## src/rtl/eclair_dma_pkg.sv

```systemverilog
// Shared definitions for the DMA channel arbiter: FSM state encoding,
// default watchdog limit and the grant-index width helper.
package eclair_dma_pkg;

   typedef enum logic [1:0] {
      IDLE    = 2'd0,
      REQUEST = 2'd1,
      GRANTED = 2'd2,
      RELEASE = 2'd3
   } arb_state_e;

   localparam int unsigned DEFAULT_TIMEOUT_CYCLES = 1024;

   // Width of an index into a vector of n requesters (at least 1 bit).
   function automatic int unsigned idx_width(input int unsigned n);
      return (n > 1) ? $clog2(n) : 1;
   endfunction

endpackage

```

## src/rtl/dma_arbiter_if.sv

```systemverilog
// Requester/CPU-side signal bundle of the DMA arbiter.
//   req         per-master level request        (into arbiter)
//   gnt         one-hot grant                   (from arbiter)
//   gnt_idx     current/last grantee index      (from arbiter)
//   dma_req     DMA request to the CPU          (from arbiter)
//   dma_ack     DMA acknowledge from the CPU    (into arbiter)
//   busy        arbiter not idle                (from arbiter)
//   timeout_err watchdog revoked a grant        (from arbiter)
// master: the arbiter's view; slave: the requesters' and CPU's view.
interface dma_arbiter_if
   import eclair_dma_pkg::*;
#(
   parameter int unsigned NUM_REQ = 2
) ();

   localparam int unsigned IW = idx_width(NUM_REQ);

   logic [NUM_REQ-1:0] req;
   logic [NUM_REQ-1:0] gnt;
   logic [IW-1:0]      gnt_idx;
   logic               dma_req;
   logic               dma_ack;
   logic               busy;
   logic               timeout_err;

   modport master (
      input  req, dma_ack,
      output gnt, gnt_idx, dma_req, busy, timeout_err
   );

   modport slave (
      output req, dma_ack,
      input  gnt, gnt_idx, dma_req, busy, timeout_err
   );

endinterface

```

## src/rtl/rr_pick.sv

```systemverilog
// Combinational round-robin picker: first set bit of eligible at or after
// rr_ptr, wrapping modulo NUM_REQ.
//   eligible  in   candidate requesters
//   rr_ptr    in   index with highest priority
//   winner_c  out  chosen index (0 when none)
//   valid_c   out  at least one candidate
module rr_pick
   import eclair_dma_pkg::*;
#(
   parameter  int unsigned NUM_REQ = 2,
   localparam int unsigned IW      = idx_width(NUM_REQ),
   localparam int unsigned SW      = IW + 1
) (
   input  logic [NUM_REQ-1:0] eligible,
   input  logic [IW-1:0]      rr_ptr,
   output logic [IW-1:0]      winner_c,
   output logic               valid_c
);

   logic [SW-1:0] pos;

   // Walk from the lowest priority offset down so the nearest hit is kept.
   always_comb begin
      winner_c = '0;
      valid_c  = 1'b0;
      pos      = '0;
      for (int i = NUM_REQ - 1; i >= 0; i--) begin
         pos = {1'b0, rr_ptr} + SW'(i);
         if (pos >= SW'(NUM_REQ)) begin
            pos = pos - SW'(NUM_REQ);
         end
         if (eligible[pos[IW-1:0]]) begin
            valid_c  = 1'b1;
            winner_c = pos[IW-1:0];
         end
      end
   end

endmodule

```

## src/rtl/dma_arbiter.sv

```systemverilog
// Shares the CPU's single DMA channel between NUM_REQ masters. Runs the
// dma_req/dma_ack handshake, grants one master per tenure in round-robin
// order and revokes a grant held longer than TIMEOUT_CYCLES.
//   clk      in  system clock
//   reset_n  in  asynchronous active-low reset
//   bus      master modport of dma_arbiter_if (req/dma_ack in;
//            gnt/gnt_idx/dma_req/busy/timeout_err out, all registered)
module dma_arbiter
   import eclair_dma_pkg::*;
#(
   parameter  int unsigned NUM_REQ        = 2,
   parameter  int unsigned TIMEOUT_CYCLES = DEFAULT_TIMEOUT_CYCLES,
   localparam int unsigned CW             = $clog2(TIMEOUT_CYCLES + 1),
   localparam int unsigned IW             = idx_width(NUM_REQ)
) (
   input logic           clk,
   input logic           reset_n,
   dma_arbiter_if.master bus
);

   arb_state_e         state_q, state_n;
   logic [NUM_REQ-1:0] gnt_q, gnt_n;
   logic [IW-1:0]      idx_q, idx_n;
   logic               dreq_q, dreq_n;
   logic               busy_q, busy_n;
   logic               terr_q, terr_n;
   logic [IW-1:0]      rr_ptr_q, rr_ptr_n;
   logic [CW-1:0]      wd_q, wd_n;
   logic [NUM_REQ-1:0] block_q, block_n;

   logic [NUM_REQ-1:0] eligible_c;
   logic [IW-1:0]      pick_idx_c;
   logic               pick_valid_c;
   logic               owner_req_c;

   assign eligible_c  = bus.req & ~block_q;
   assign owner_req_c = bus.req[idx_q];

   rr_pick #(
      .NUM_REQ (NUM_REQ)
   ) u_pick (
      .eligible (eligible_c),
      .rr_ptr   (rr_ptr_q),
      .winner_c (pick_idx_c),
      .valid_c  (pick_valid_c)
   );

   // State and output registers.
   always_ff @(posedge clk or negedge reset_n) begin
      if (!reset_n) begin
         state_q  <= IDLE;
         gnt_q    <= '0;
         idx_q    <= '0;
         dreq_q   <= 1'b0;
         busy_q   <= 1'b0;
         terr_q   <= 1'b0;
         rr_ptr_q <= '0;
         wd_q     <= '0;
         block_q  <= '0;
      end else begin
         state_q  <= state_n;
         gnt_q    <= gnt_n;
         idx_q    <= idx_n;
         dreq_q   <= dreq_n;
         busy_q   <= busy_n;
         terr_q   <= terr_n;
         rr_ptr_q <= rr_ptr_n;
         wd_q     <= wd_n;
         block_q  <= block_n;
      end
   end

   // Next-state and next-output logic.
   always_comb begin
      state_n  = state_q;
      gnt_n    = gnt_q;
      idx_n    = idx_q;
      dreq_n   = dreq_q;
      terr_n   = 1'b0;
      rr_ptr_n = rr_ptr_q;
      wd_n     = wd_q;
      // A blocked master regains eligibility once its req is seen low.
      block_n  = block_q & bus.req;

      unique case (state_q)
         IDLE: begin
            if (pick_valid_c) begin
               idx_n   = pick_idx_c;
               dreq_n  = 1'b1;
               state_n = REQUEST;
            end
         end
         REQUEST: begin
            if (!owner_req_c) begin
               dreq_n  = 1'b0;
               state_n = RELEASE;
            end else if (bus.dma_ack) begin
               gnt_n   = NUM_REQ'(1) << idx_q;
               wd_n    = '0;
               state_n = GRANTED;
            end
         end
         GRANTED: begin
            // Normal release (or CPU withdrawing ack) beats watchdog expiry.
            if (!owner_req_c || !bus.dma_ack) begin
               gnt_n   = '0;
               dreq_n  = 1'b0;
               state_n = RELEASE;
            end else if (wd_q == CW'(TIMEOUT_CYCLES - 1)) begin
               gnt_n          = '0;
               dreq_n         = 1'b0;
               terr_n         = 1'b1;
               block_n[idx_q] = 1'b1;
               state_n        = RELEASE;
            end else begin
               wd_n = wd_q + CW'(1);
            end
         end
         RELEASE: begin
            if (!bus.dma_ack) begin
               rr_ptr_n = (idx_q == IW'(NUM_REQ - 1)) ? '0 : idx_q + IW'(1);
               state_n  = IDLE;
            end
         end
         default: state_n = IDLE;
      endcase

      busy_n = (state_n != IDLE);
   end

   assign bus.gnt         = gnt_q;
   assign bus.gnt_idx     = idx_q;
   assign bus.dma_req     = dreq_q;
   assign bus.busy        = busy_q;
   assign bus.timeout_err = terr_q;

endmodule
```

## src/flat_wrapper.sv

```systemverilog
// flat-port wrapper written by rule: the top's interface ports become plain ports
module dma_arbiter_flat import eclair_dma_pkg::*;
#(
   parameter  int unsigned NUM_REQ        = 2,
   parameter  int unsigned TIMEOUT_CYCLES = DEFAULT_TIMEOUT_CYCLES,
   localparam int unsigned CW             = $clog2(TIMEOUT_CYCLES + 1),
   localparam int unsigned IW             = idx_width(NUM_REQ)
)
  (clk, reset_n, bus_req, bus_dma_ack, bus_gnt, bus_gnt_idx, bus_dma_req, bus_busy, bus_timeout_err);
  dma_arbiter_if #(.NUM_REQ(NUM_REQ)) bus_i ();
  input logic clk;
  input logic reset_n;
  input wire logic [$bits(bus_i.req)-1:0] bus_req;
  input wire logic [$bits(bus_i.dma_ack)-1:0] bus_dma_ack;
  output wire logic [$bits(bus_i.gnt)-1:0] bus_gnt;
  output wire logic [$bits(bus_i.gnt_idx)-1:0] bus_gnt_idx;
  output wire logic [$bits(bus_i.dma_req)-1:0] bus_dma_req;
  output wire logic [$bits(bus_i.busy)-1:0] bus_busy;
  output wire logic [$bits(bus_i.timeout_err)-1:0] bus_timeout_err;
  assign bus_i.req = bus_req;
  assign bus_i.dma_ack = bus_dma_ack;
  assign bus_gnt = bus_i.gnt;
  assign bus_gnt_idx = bus_i.gnt_idx;
  assign bus_dma_req = bus_i.dma_req;
  assign bus_busy = bus_i.busy;
  assign bus_timeout_err = bus_i.timeout_err;
  dma_arbiter #(.NUM_REQ(NUM_REQ), .TIMEOUT_CYCLES(TIMEOUT_CYCLES)) u_core (.clk(clk), .reset_n(reset_n), .bus(bus_i));
endmodule
```

## config.mk

```make
export PLATFORM = sky130hd
export DESIGN_NAME = dma_arbiter_flat
export DESIGN_NICKNAME = d
export VERILOG_FILES = /design/src/rtl/eclair_dma_pkg.sv /design/src/rtl/dma_arbiter_if.sv /design/src/rtl/rr_pick.sv /design/src/rtl/dma_arbiter.sv /design/src/flat_wrapper.sv
export SDC_FILE = /design/constraint.sdc
export NUM_CORES = 1
export LEC_CHECK = 0
export ABC_AREA = 1
export BUFFER_PORTS_ARGS = -buffer_cell sky130_fd_sc_hd__buf_2
export CELL_PAD_IN_SITES_DETAIL_PLACEMENT = 1
export CELL_PAD_IN_SITES_GLOBAL_PLACEMENT = 2
export CORE_UTILIZATION = 37
export DETAILED_ROUTE_END_ITERATION = 8
export PLACE_DENSITY_LB_ADDON = 0.1
export SYNTH_ARGS = -nofsm -noshare
export SYNTH_HDL_FRONTEND = slang
export SYNTH_SLANG_ARGS = --single-unit
export TNS_END_PERCENT = 50
```

## constraint.sdc

```tcl
create_clock -name clk -period 5.32 [get_ports clk]
set_clock_uncertainty 0.2 [all_clocks]
set_input_delay 1.064 -clock clk [delete_from_list [all_inputs] [get_ports clk]]
set_output_delay 1.064 -clock clk [all_outputs]
set_load 0.01 [all_outputs]
```

==> results.toml, run 1 <==
[sta]
finalCritPeriodShare = 0.424
setup_viol = 0
timing.fmax_mhz = 444
finalSetupTns_ns = 0
layout_setup_ws_ns = 3.07
hold_viol_final = 0
rsz0062_at_grt = "no"
tightest_slew_ns = 0.549
slew_viol_final = 0
max_slew_margin = 0.634
finalCriticalPeriod_ns = 2.25

[clock_network]
path_clk_slew_ns = 0.09
numCtsBuffers = 3
cts_tree = "yes"
cts_root_buffer = "clkbuf_8"
clk_latency_ns = 0.27
postCtsHoldBufs = 0
post_cts_buffers = 0
cts_resized = 0
cts_buffer_depth = 2
clock_sinks = 22
htreeDepth = 1

[logic_synthesis]
avgSynthCellArea_um2 = 7.40
postSynth.asyncResetShare = 1.00
yosysUniqueCellTypes = 29
ys_ff_latch = 22
yosysTopAreaCellShare = 0.388
ys_top_cells_by_count = "nand2_1 (62), dfrtp_1 (22), nor2_1 (19)"
yosysWarningCount = 0
synth_area_mm2 = 0.00142
yosysTopAreaCell = "dfrtp_1"
netlist_top_cells_area = "dfrtp_1 (39%), nand2_1 (16%), nand3_1 (6.3%)"
synth_cells = 192
synth_seq_area_share = 0.388
synth_ff_type = "dfrtp_1"
yosysMostFrequentCell = "nand2_1"
synth_nets = 203
synth-edff-count = 0

[setup_path]
setup.worst_path.end = "u_core.bus.gnt[0]"
crit_top_cell = "nand2_1"
regToRegSetupSlack_ns = 3.07
critical_path_class = "reg -> reg"
critPathLaunchType = "register"
cp-end-kind = "register"
worstRegToRegCells = 8
path_depth = 8
r2r_end = "u_core.bus.gnt[0]"
arrival_ns = 2.25
cp_max_fo = 14
critPathTopFamily = "adder cells"
crit_path_cell_trace = "inv_1 -> ha_1 -> inv_1 -> nor2_1 -> nand2_1 -> nand2_1 -> nand2_1 -> o21ai_1"
cp_num_buf_inv = 2
crit_path_start = "u_core.state_q[0]"
rr_startpoint = "u_core.state_q[0]"
crit_slowest_cell = "ha_1"
critPathMaxStageDelay_ns = 0.53
critPathRequiredTime_ns = 5.32

[worst_hold_path]
min_path_type = "reg -> reg"
hp-start = "u_core.bus.dma_req"

[place]
numPortBuffers = 10
place_area_mm2 = 0.00150
routabilityCongestion = 0.895
hpwl_um = 2600
place_ws_ns = 2.92

[die]
die-height_um = 64.0
initial_core_util = 0.388
num_io_pins = 11
num_rows = 22
dieWidth_um = 64.0
core_area_mm2 = 0.00366
dieArea_mm2 = 0.00409

[global_routing]
grt_pass1_vias = 1270
grt.overflow.total = 0
track_usage = 0.187
grt_pass1_wl_um = 5960
antenna_found_initial = 0
grt_max_degree = 23

[cells_and_area]
regArea_um2 = 551
drive_gt1_frac = 0.158
nets = 214
fin_area_mm2 = 0.00155
diodes = 0
nFillCells = 479
final_util = 0.424
area_growth_pct = 9.25
multi_input_area_um2 = 764

[routing]
firstDrtPassIters = 4
via_count = 1262
drt_wl_total_um = 3350
routed_via_density = 5.05
antenna_left = 0
drt-initial-drc-count = 50
routedWlPerCell_um = 13.4
drc = 0

[run]
cap_viol_max_count = 0

[run_status]
outcome = "finished clean"

[power]
cellPowerDensity_mw_per_mm2 = 464
p_leak_nw = 0.712
ir_worst_vdd_uv = 182
power_mw = 0.720
[sequential cells by signal (all words and copies together) (netlist names)]
register	count
u_core.block_q	2
u_core.bus.gnt_idx	1
u_core.bus.gnt	2
u_core.bus.timeout_err	1
u_core.state_q	2
u_core.bus.busy	1
u_core.rr_ptr_q	1
u_core.wd_q	11
u_core.bus.dma_req	1
[worst min path at each step]
stage / end / slack (ns) / cells after the start
2_1_floorplan: u_core.block_q[0] / 0.25 / 2
3_3_place_gp: u_core.bus.dma_req / 0.26 / 2
3_5_place_dp: u_core.bus.dma_req / 0.27 / 2
4_1_cts: u_core.bus.dma_req / 0.29 / 2
5_1_grt: u_core.bus.dma_req / 0.33 / 2
6_report: u_core.bus.dma_req / 0.28 / 2
[per-layer routing]
layer	vias to the layer above	track usage	routed length [µm]
met3	4	0.0268	71
met1	611	0.251	1720
met5	-	0	0
met4	0	0.0341	25
met2	11	0.319	1530
li1	636	-	-
[cell usage in the layout, fill, tap and decap left out, types with 2 or more instances in the layout]
master	n
a21oi_1	2
nand2_1	62
nand3_2	2
nor2_1	19
inv_2	2
o21ai_0	6
o21ai_2	5
buf_2	10
nand3_1	18
nand4_1	6
nand2_2	5
inv_1	17
ha_1	6
o21bai_1	2
clkbuf_8	4
o21ai_1	3
dfrtp_1	22
[where the power goes]
part | total (mW) | switching [mW] | internal (mW) | leakage (nW)
registers | 0.240 | 0.0363 | 0.204 | 0.288
clock network | 0.125 | 0.0593 | 0.0661 | 0.0288
logic | 0.354 | 0.244 | 0.110 | 0.395
total | 0.720 | 0.340 | 0.380 | 0.712
[through the flow]
step	hold WS [ns]	instances
3_5_place_dp	0.267	246
4_1_cts	0.288	250
5_1_grt	0.326	250
6_report	0.278	250
2_1_floorplan	0.252	192
3_3_place_gp	0.257	246
[final cells by class]
class	count	share of cell area
flip-flops and latches	22	0.355
repair buffers	10	0.0323
well taps	48	0.0387
clock buffers	4	0.0355
multi-input cells	147	0.493
inverters	19	0.0460
[worst reg2reg max path: stages (launching register included)]
cell     delay (ns)
dfrtp_1        0.44
inv_1          0.17
ha_1           0.53
inv_1          0.27
nor2_1         0.19
nand2_1        0.11
nand2_1        0.14
nand2_1        0.07
o21ai_1        0.08
[cell families after synthesis]
| group | count (synthesis) | synth area share |
|---|---|---|
| adders and majority gates | 6 | 0.0529 |
| buffers and inverters | 23 | 0.0740 |
| and+or+nand+nor | 118 | 0.377 |
| DFF | 22 | 0.388 |
| AOI/OAI and AO/OA | 21 | 0.0960 |
| xor gates and xnor gates | 2 | 0.0123 |
Note: power is estimated with default switching activity, not from simulation.
==> run 2, diff against run 1 <==
--- a/config.mk
+++ b/config.mk
@@ -9,7 +9,7 @@
 export BUFFER_PORTS_ARGS = -buffer_cell sky130_fd_sc_hd__buf_2
 export CELL_PAD_IN_SITES_DETAIL_PLACEMENT = 1
 export CELL_PAD_IN_SITES_GLOBAL_PLACEMENT = 2
-export CORE_UTILIZATION = 37
+export CORE_UTILIZATION = 31
 export DETAILED_ROUTE_END_ITERATION = 8
 export PLACE_DENSITY_LB_ADDON = 0.1
 export SYNTH_ARGS = -nofsm -noshare
==> constraint.sdc (replaced) <==
create_clock -name clk -period 2 [get_ports clk]
set_clock_uncertainty 0.2 [all_clocks]
set_input_delay 0.4 -clock clk [delete_from_list [all_inputs] [get_ports clk]]
set_output_delay 0.4 -clock clk [all_outputs]
set_load 0.01 [all_outputs]
==> results.toml, run 2 (synthesized netlist as in run 1, its figures left out) <==
[clock_network]
htreeDepth = 1
clk_latency_ns = 0.26
numCtsBuffers = 3
cts_buffer_depth = 2
cts_root_buffer = "clkbuf_8"
path_clk_slew_ns = 0.09
cts_tree = "yes"
clock_sinks = 22

[power]
p_leak_nw = 0.752
internal_power_mw = 1.07
p_clk_frac = 0.163
power_mw = 2.04
cellPowerDensity_mw_per_mm2 = 1250
sw_frac_of_total = 0.477
combPwrFrac = 0.530
switching_power_mw = 0.973
ir_worst_vdd_uv = 411
pwr-share-seq = 0.307

[cells_and_area]
layout_common_cells = "nand2_1 (62), dfrtp_1 (22), nor2_1 (18), nand3_1 (18), inv_1 (17)"
drive_gt1_frac = 0.190
stdcell_count = 262
largest_reg_flops = 11
area_growth_pct = 14.9
final_util = 0.372
nets = 222
mostFrequentLayoutCell = "nand2_1"
regMostFlops = "u_core.wd_q"
diodes = 0
fin_area_mm2 = 0.00163

[sta]
rsz0062_at_grt = "no"
hold_viol_final = 0
slew_viol_final = 0
tightest_slew_ns = 0.543
layout_setup_ws_ns = 0.165
max_slew_margin = 0.638
setup_viol = 0
finalCriticalPeriod_ns = 1.84
whs_ns = 0.178
timing.fmax_mhz = 545
finalSetupTns_ns = 0
finalCritPeriodShare = 0.918

[global_routing]
grt_pass1_vias = 1309
track_usage = 0.161
grt.overflow.total = 0
antenna_found_initial = 0
grt_max_degree = 23
grt_pass1_wl_um = 6240

[die]
dieArea_mm2 = 0.00486
dieWidth_um = 69.7
initial_core_util = 0.324
core_area_mm2 = 0.00438
die-height_um = 69.7
num_io_pins = 11
num_rows = 24

[setup_path]
worstRegToRegCells = 9
cp_max_fo = 9
critical_path_class = "reg -> reg"
arrival_ns = 1.79
critPathRequiredTime_ns = 1.95
cp-end-kind = "register"
critPathLaunchType = "register"

[worst_hold_path]
min_path_type = "in -> reg"
hold_path_depth = 3

[routing]
drc = 0
firstDrtPassIters = 4
routed_via_density = 5.02
drt_wl_total_um = 3700
routedWlPerCell_um = 14.1
via_count = 1315
antenna_left = 0
drt-initial-drc-count = 20

[place]
place_ws_ns = 0.0723
place_area_mm2 = 0.00155
numPortBuffers = 10
hpwl_um = 2800
routabilityCongestion = 0.767
place_inst = 256

[run_status]
outcome = "finished clean"

[run]
cap_viol_max_count = 0
run 2: cell count changes in the layout (fill, tap and decap cells not counted), sizes merged:
cell and change:
nand3 +1, dlygate4sd3 +1, buf +6
run 2: layout make-up:
class	instances	area [µm²]
Fill cell	557	2750
Multi-Input combinational cell	148	785
Tap cell	52	65.1
Clock buffer	4	55.1
Inverter	19	71.3
Sequential cell	22	551
Timing Repair Buffer	17	105
run 2: worst paths after layout:
check / to / slack [ns] / start
setup / recovery: u_core.wd_q[7] / 0.16 / u_core.state_q[0]
hold / removal: u_core.block_q[1] / 0.18 / bus_req[1]
setup reg to reg: u_core.wd_q[7] / 0.16 / u_core.state_q[0]
hold reg to reg: u_core.bus.dma_req / 0.28 / u_core.bus.dma_req
max in group asynchronous: u_core.state_q[1] / 0.79 / reset_n
min in group asynchronous: u_core.wd_q[0] / 0.44 / reset_n
run 2: power groups by stage:
stage	sequential [mW]	clock, mW	combinational [mW]
finish	0.626	0.333	1.08
global route	0.644	0.365	1.23
CTS	0.628	0.350	1.03
detailed placement	0.637	0	1.03
global placement	0.630	0	0.995
floorplan	0.638	0	0.791
run 2: what timing repair did:
| item | 4_1_cts | 5_1_grt |
|---|---|---|
| hold buffers | 1 | 0 |
| resized for setup | 0 | 3 |
| setup endpoints to repair | 0 | 10 |
| endpoints found under the hold margin | 22 | 0 |
| buffers inserted | 0 | 0 |
run 2: metal layers:
layer	vias to the layer above	global-route usage	routed length (µm)
met1	639	0.226	1920
li1	659	-	-
met5	-	0	0
met2	15	0.260	1680
met3	2	0.0218	78
met4	0	0.0400	24
run 2: worst max-delay path, stage by stage, from the launching register on:
cell     delay (ns)
dfrtp_1        0.42
inv_1          0.12
ha_1           0.29
inv_1          0.05
a21oi_1        0.10
nand2_1        0.08
inv_2          0.12
nand3_4        0.18
nand2_2        0.09
o21ai_1        0.06
